$ cat src/rtl/prob6_rr_arbiter.sv
// rtl/prob6_rr_arbiter.sv - four-requester round-robin arbiter with optional hold watchdog
// Optional feature macro: ARB_WATCHDOG_EN (hold counter, revoke path and timeout pulse).
module prob6_rr_arbiter #(
  parameter int HOLD_MAX = 15
) (
  input  logic       clk,
  input  logic       rst,
  input  logic [3:0] req,
  input  logic       done,
  output logic [3:0] gnt,
  output logic [1:0] owner,
  output logic       busy,
  output logic       timeout
);

  typedef enum logic [2:0] {
    IDLE  = 3'b001,
    GRANT = 3'b010,
    GAP   = 3'b100
  } state_t;

  state_t     state;
  logic [1:0] ptr;
  logic [1:0] pick;
  logic       rel;
  logic       revoke;

  // First requester at or after ptr, wrapping modulo 4; scanned farthest-first so the nearest wins.
  always_comb begin
    pick = ptr;
    for (int k = 3; k >= 0; k--) begin
      if (req[ptr + 2'(k)]) begin
        pick = ptr + 2'(k);
      end
    end
  end

  // The owner gives the resource back by finishing or by dropping its request.
  assign rel = done || !req[owner];

`ifdef ARB_WATCHDOG_EN
  localparam logic [7:0] HOLD_LAST = 8'(HOLD_MAX - 1);
  logic [7:0] hold_cnt;

  // Counts cycles spent in GRANT; cleared while waiting so every grant starts from zero.
  always_ff @(posedge clk or posedge rst) begin
    if (rst) begin
      hold_cnt <= 8'd0;
    end else if (state == GRANT) begin
      hold_cnt <= hold_cnt + 8'd1;
    end else begin
      hold_cnt <= 8'd0;
    end
  end

  // A release on the limit cycle wins over the revoke, so no timeout is flagged then.
  assign revoke = (state == GRANT) && (hold_cnt == HOLD_LAST) && !rel;
`else
  // Without the watchdog grants never expire; legal HOLD_MAX values keep this constant low.
  assign revoke = (HOLD_MAX == 0);
`endif

  // Main controller: state, rotation pointer and all registered outputs.
  always_ff @(posedge clk or posedge rst) begin
    if (rst) begin
      state   <= IDLE;
      ptr     <= 2'd0;
      gnt     <= 4'b0000;
      owner   <= 2'd0;
      busy    <= 1'b0;
      timeout <= 1'b0;
    end else begin
      timeout <= 1'b0;
      case (state)
        IDLE: begin
          if (|req) begin
            state <= GRANT;
            owner <= pick;
            gnt   <= 4'b0001 << pick;
            busy  <= 1'b1;
          end
        end
        GRANT: begin
          if (rel || revoke) begin
            state   <= GAP;
            ptr     <= owner + 2'd1;
            gnt     <= 4'b0000;
            timeout <= revoke;
          end
        end
        GAP: begin
          state <= IDLE;
          busy  <= 1'b0;
        end
        default: begin
          state <= IDLE;
          gnt   <= 4'b0000;
          busy  <= 1'b0;
        end
      endcase
    end
  end

endmodule

$ cat config.mk
export PLATFORM = sky130hd
export DESIGN_NAME = prob6_rr_arbiter
export DESIGN_NICKNAME = d
export VERILOG_FILES = /design/src/rtl/prob6_rr_arbiter.sv
export SDC_FILE = /design/constraint.sdc
export NUM_CORES = 1
export LEC_CHECK = 0
export CAP_MARGIN = 25
export CORE_AREA = 2 2 50 52
export CTS_CLUSTER_DIAMETER = 200
export DETAILED_ROUTE_END_ITERATION = 12
export DIE_AREA = 0 0 52 54
export PLACE_DENSITY = 0.62
export SYNTH_ARGS = -nofsm -noshare
export SYNTH_HDL_FRONTEND = slang
export SYNTH_SLANG_ARGS = --single-unit
$ cat constraint.sdc
create_clock -name clk -period 1.85 [get_ports clk]
set_input_delay 0.2775 -clock clk [delete_from_list [all_inputs] [get_ports clk]]
set_output_delay 0.2775 -clock clk [all_outputs]
set_load 0.01 [all_outputs]
== Word level (Yosys, flattened, before mapping) ==
Index checks and enable logic that the tools add are counted.

* Register bits: 12
* Latch bits: 0
* RAM bits: 0
* Bits in read-only memories: 0
* Input bits: 7
* Output and inout port bits: 8
* Word-level logic and storage cells: 52
* Memories kept: 0

* Add/sub/neg operators: 4
* Multiply operators: 0
* Divide/modulo/power cells: 0
* $lt $le $gt $ge: 5
* Eq/ne operators: 5
* Shift-type cells: 1
* Muxes and demuxes: 22
* Bitwise gates (word level): 2
* Reduce and logical (&&, ||, !) cells: 8

{| class="wikitable"
|+ Operator list
! kind !! count
|-
| 2-bit by 3-bit < comparator with 1-bit output (second input constant) || 5
|-
| 4-bit case mux with 3 select lines || 1
|-
| 1-bit binary-select mux with 2-bit select || 5
|-
| 2-bit two-way mux || 4
|-
| 4-bit two-way mux || 2
|-
| 2-bit AND reduction || 4
|-
| 1-bit two-way mux || 6
|-
| 3-bit two-way mux || 2
|-
| 3-bit case mux with 2 select lines || 1
|-
| 2-bit by 1-bit adder with 2-bit output (second input constant) || 2
|-
| 2-bit adder (second input constant) || 2
|-
| 2-bit inequality test (second input constant) || 2
|-
| 4-bit OR reduction || 1
|-
| 1-bit by 2-bit left shift with 4-bit output (first input constant) || 1
|-
| 3-bit by 1-bit == test with 1-bit output (second input constant) || 1
|-
| 3-bit by 2-bit == test with 1-bit output (second input constant) || 1
|-
| 3-bit == test (second input constant) || 1
|-
| 3-bit AND reduction || 1
|-
| 1-bit NOT || 2
|-
| 1-bit case mux with 2 select lines || 1
|-
| 1-bit zero test || 1
|-
| 1-bit logical OR || 1
|}

== Longest topological paths before layout ==
Gate-level depths: netlist (run 1).

* Word-level depth: 10
* Gate-level depth with buffers: 5
* Depth with buffers taken out: 4

== Worst setup path after synthesis (run 1) ==
OpenSTA, ideal clock, no wires.

* Kind: register to register
* Start point: reg owner[0]
* End point: reg ptr[1]
* Setup time: 0.125 ns
* Arrival: 1.434 ns
* Data required time: 1.725 ns
* Slack: 0.291 ns
* Stages on the path, launching flop included: 5
* Path buffers: 0
* Clock period less this slack: 1.559 ns
* Cell sequence: dfrtp_1 > or2_2 > o22ai_1 > nand2b_1 > mux2_2

* Word-level cells in the longest chain between the ends: 5
* Elaborated cells on any way between the ends: 6
* Those cells by class: add/sub: 1; mux: 2; reduce/logical: 3

{| class="wikitable"
|+ RTL lines
! what !! line !! RTL
|-
| start, declared || 11 || <nowiki>output logic [1:0] owner,</nowiki>
|-
| start signal, assigned || 78 || <nowiki>owner <= pick;</nowiki>
|-
| 1-bit binary-select mux with 2-bit select || 39 || <nowiki>assign rel = done || !req[owner];</nowiki>
|-
| 1-bit two-way mux (not written as such) || 39 ||
|-
| 1-bit zero test || 39 ||
|-
| 1-bit logical OR || 39 ||
|-
| 2-bit AND reduction (no line) || n/a ||
|-
| end signal, assigned || 86 || <nowiki>ptr <= owner + 2'd1;</nowiki>
|-
| end, declared || 23 || <nowiki>logic [1:0] ptr;</nowiki>
|}

Several ways; a longest one is shown, not always the timed one. The select of a mux whose other input is x is not followed.
A chain may end at the register's enable or synchronous reset.

== Worst setup path in the final report (run 1) ==
* Start point: in req[1]
* End point: reg gnt[3]

* Word-level cells in the longest chain between the ends: 9
* Elaborated cells on any way between the ends: 23
* Those cells by class: eq/ne: 2; shift: 1; mux: 16; reduce/logical: 4

{| class="wikitable"
|+ RTL lines
! what !! line !! RTL
|-
| start, declared || 8 || <nowiki>input logic [3:0] req,</nowiki>
|-
| 1-bit binary-select mux with 2-bit select || 32 || <nowiki>if (req[ptr + 2'(k)]) begin</nowiki>
|-
| 1-bit two-way mux (not written as such) || 32 ||
|-
| 2-bit two-way mux (4 in a row) || 32 ||
|-
| 1-bit by 2-bit left shift with 4-bit output || 79 || <nowiki>gnt <= 4'b0001 << pick;</nowiki>
|-
| 4-bit two-way mux || 76 || <nowiki>if (|req) begin</nowiki>
|-
| 4-bit case mux with 3 select lines || 74 || <nowiki>case (state)</nowiki>
|-
| end signal, assigned || 79 ||
|-
| end, declared || 10 || <nowiki>output logic [3:0] gnt,</nowiki>
|}

Several ways; a longest one is shown, not always the timed one. The select of a mux whose other input is x is not followed.

==> results of run 1 <==
-- cell families (layout without fill, tap and decap cells) --
group / after synthesis / after routing / share of synthesized area (%)
other: 1 / 1 / 0.5391
muxes: 5 / 5 / 7.554
AOI/OAI and AO/OA: 21 / 21 / 21.94
DFF: 12 / 12 / 43.35
xor gates and xnor gates: 1 / 1 / 1.259
buffers and inverters: 5 / 27 / 4.317
and+or+nand+nor: 22 / 22 / 21.04
-- synth_stat cells --
cell       count  area (sq um)
mux2i_1        3         30.03
buf_6          1         11.26
a21oi_1        6         30.03
conb_1         1         3.750
inv_1          3         11.26
o2bb2ai_1      2         17.52
nor3_2         1         10.01
buf_4          1         7.510
or2_2          2         12.51
nor4_1         1         6.260
nor2b_1        2         12.51
nor4_2         1         12.51
or4_4          1         11.26
a211o_2        1         10.01
o22a_1         2         17.52
a21boi_1       1         7.510
o22ai_1        2         12.51
dfrtp_1       11         275.3
xor2_1         1         8.760
o31ai_1        1         7.510
nor3b_1        2         15.01
dfstp_2        1         26.28
o21bai_1       3         22.52
or3_1          1         6.260
a22o_2         2         20.02
nand2_1        1         3.750
mux2_2         2         22.52
nand2b_1       7         43.79
nor3_1         1         5.000
a21o_1         1         7.510
nor2_1         2         7.510
-- power groups by stage --
stage / clock (mW) / sequential, mW / combinational, mW
6_report: 0.163 / 0.490 / 0.660
4_1_cts: 0.174 / 0.490 / 0.671
2_1_floorplan: 0 / 0.514 / 0.366
3_3_place_gp: 0 / 0.494 / 0.659
5_1_grt: 0.190 / 0.508 / 0.730
3_5_place_dp: 0 / 0.496 / 0.665
-- sequential cells by signal (all words and copies together), names as in the netlist --
name / cells
state: 3
gnt: 4
ptr: 2
busy: 1
owner: 2
-- through the flow --
stage               setup TNS, ns  power (mW)
floorplan                       0      0.8809
global placement          -0.3639       1.153
detailed placement        -0.3576       1.162
CTS                             0       1.336
global route                    0       1.427
finish                          0       1.313
-- layout make-up --
| type | count | area [sq um] | share of cell area, % |
|---|---|---|---|
| Inverter | 3 | 11.26 | 1.220 |
| Multi-Input combinational cell | 50 | 364.1 | 39.43 |
| Sequential cell | 12 | 301.5 | 32.66 |
| Clock buffer | 4 | 26.28 | 2.846 |
| Tap cell | 30 | 37.54 | 4.065 |
| Timing Repair Buffer | 20 | 182.7 | 19.78 |
-- placed cells by master, fill, tap and decap left out, types with 3 or more instances in the layout --
cell,Yosys,final
inv_1,3,3
clkdlybuf4s50_1,0,13
nand2b_1,7,7
a21oi_1,6,6
o21bai_1,3,3
clkbuf_4,0,3
mux2i_1,3,3
buf_4,1,7
dfrtp_1,11,11
-- routing by layer --
metal	track usage [%]	share of wire [%]
met1	16.04	48
met2	20.25	46
met3	1.944	3.8
met4	7.895	1.7
met5	0	0
-- final timing paths --
| path | start | to | slack (ns) | depth (start not counted) |
|---|---|---|---|---|
| max in group asynchronous | rst | state[0] | 1.21 | 2 |
| min in group clk | gnt[2] | gnt[2] | 0.50 | 1 |
| min reg2reg | gnt[2] | gnt[2] | 0.50 | 1 |
| min | rst | gnt[3] | 0.30 | 2 |
| max reg2reg | state[0] | gnt[3] | 0.21 | 4 |
| max | req[1] | gnt[3] | 0.12 | 5 |
-- worst max-delay path, stage by stage --
cell,delay [ns]
clkdlybuf4s50_1,0.58
nor4_1,0.12
or3_1,0.41
nor4_2,0.34
a22o_2,0.21
==> reports/metrics.cfg, run 1 <==
[worst_setup_path]
crit_path_start_kind = input port
crit_arrival_ns = 1.94
cp.required_ns = 2.06
cp_max_fo = 7
cp-end-kind = register
crit_type = input port to register

[floorplanning]
start_util_pct = 29.99
die_area_sq_mm = 0.002808
coreArea_sq_mm = 0.002320
row_count = 18
pin_count = 15
die_x_microns = 52
die_h_microns = 54

[power]
p_sw_share_pct = 36.21
combPwrFrac_pct = 50.3
pwr-share-seq_pct = 37.3
pwr-share-clk_pct = 12.4
p_int_uw = 837.3
p_switching_uw = 475.3
powerDensity_mw_per_mm2 = 1422
p_leak_nw = 0.4111
ir_drop_v = 0.0005909

[clock_tree]
cts_hold_buf = 0
cts_tree = done
ctsResizeCount = 0
cts-root-buf = clkbuf_4
cts_buffers = 3
clkSinkCount = 12
clk_pin_slew_ns = 0.07
clkLatencyLatePin_ns = 0.27
post-cts-setup-buffers = 0
cts_max_level = 1
clock_path_buffers = 2

[job]
maxCapViolCount = 0

[grt]
grt_pass1_wl_microns = 2539
grt_pass1_vias = 593
track_usage_pct = 12.68
antenna_found_initial = 0
grt_max_degree = 13
grt-ovfl-total = 0

[timing]
holdWs_ns = 0.3023
finalSetupViolCount = 0
finalCriticalPeriod_ns = 1.735
max_freq_ghz = 0.5765
slew_headroom_pct = 64.77
grt_setup_unrepaired = false
hold_violations = 0
slew_violations = 0
setup_ws_ns = 0.1154
finalClockSkew_ns = 0.004491
fin_crit_sh_pct = 93.76
worst_slew_pin_slew_ns = 0.5236

[hold_path]
hold_class = input port to asynchronous set/reset pin

[synthesis]
syn_inst = 67
syn_area_sq_um = 695.7
syn-num-nets = 74
ys.warnings.count = 0
syn_avg_cell_area_sq_um = 10.38
synth_seq_area_share_pct = 43.35
yosysUniqueCellTypes = 31
synth-seq-cells = 12

[cells_and_area]
final_core_util_pct = 39.81
final_nets = 97
num_antenna_cells = 0
drive_gt1_share_pct = 23.60
area_growth_pct = 32.73
finalNonFillerCells = 119
final_area_sq_um = 923.4
fillers = 234

[placed_design]
globalplace.congestion = 0.6836
io_buffer_count = 13
dp_cells = 115
dpl.hpwl_microns = 1166
place_ws_ns = -0.1368
placed_cell_area_sq_um = 897.1

[route]
vias = 570
dr.pass1.iters = 4
wl_microns = 1455
dr.first_iter.drc_count = 1
post_drt_via_cell_ratio = 4.790
ant_nets = 0
drc_errors = 0
routedWlPerCell_microns = 12.23

[run_status]
status = complete, no violations

Note: power is estimated with default switching activity, not from simulation.
==> run 2: changes to the inputs <==
SKIP_LAST_GASP = 1   (was not set)
==> results of run 2 <==
No change in the layout: final DEF, timing and power equal those of run 1.
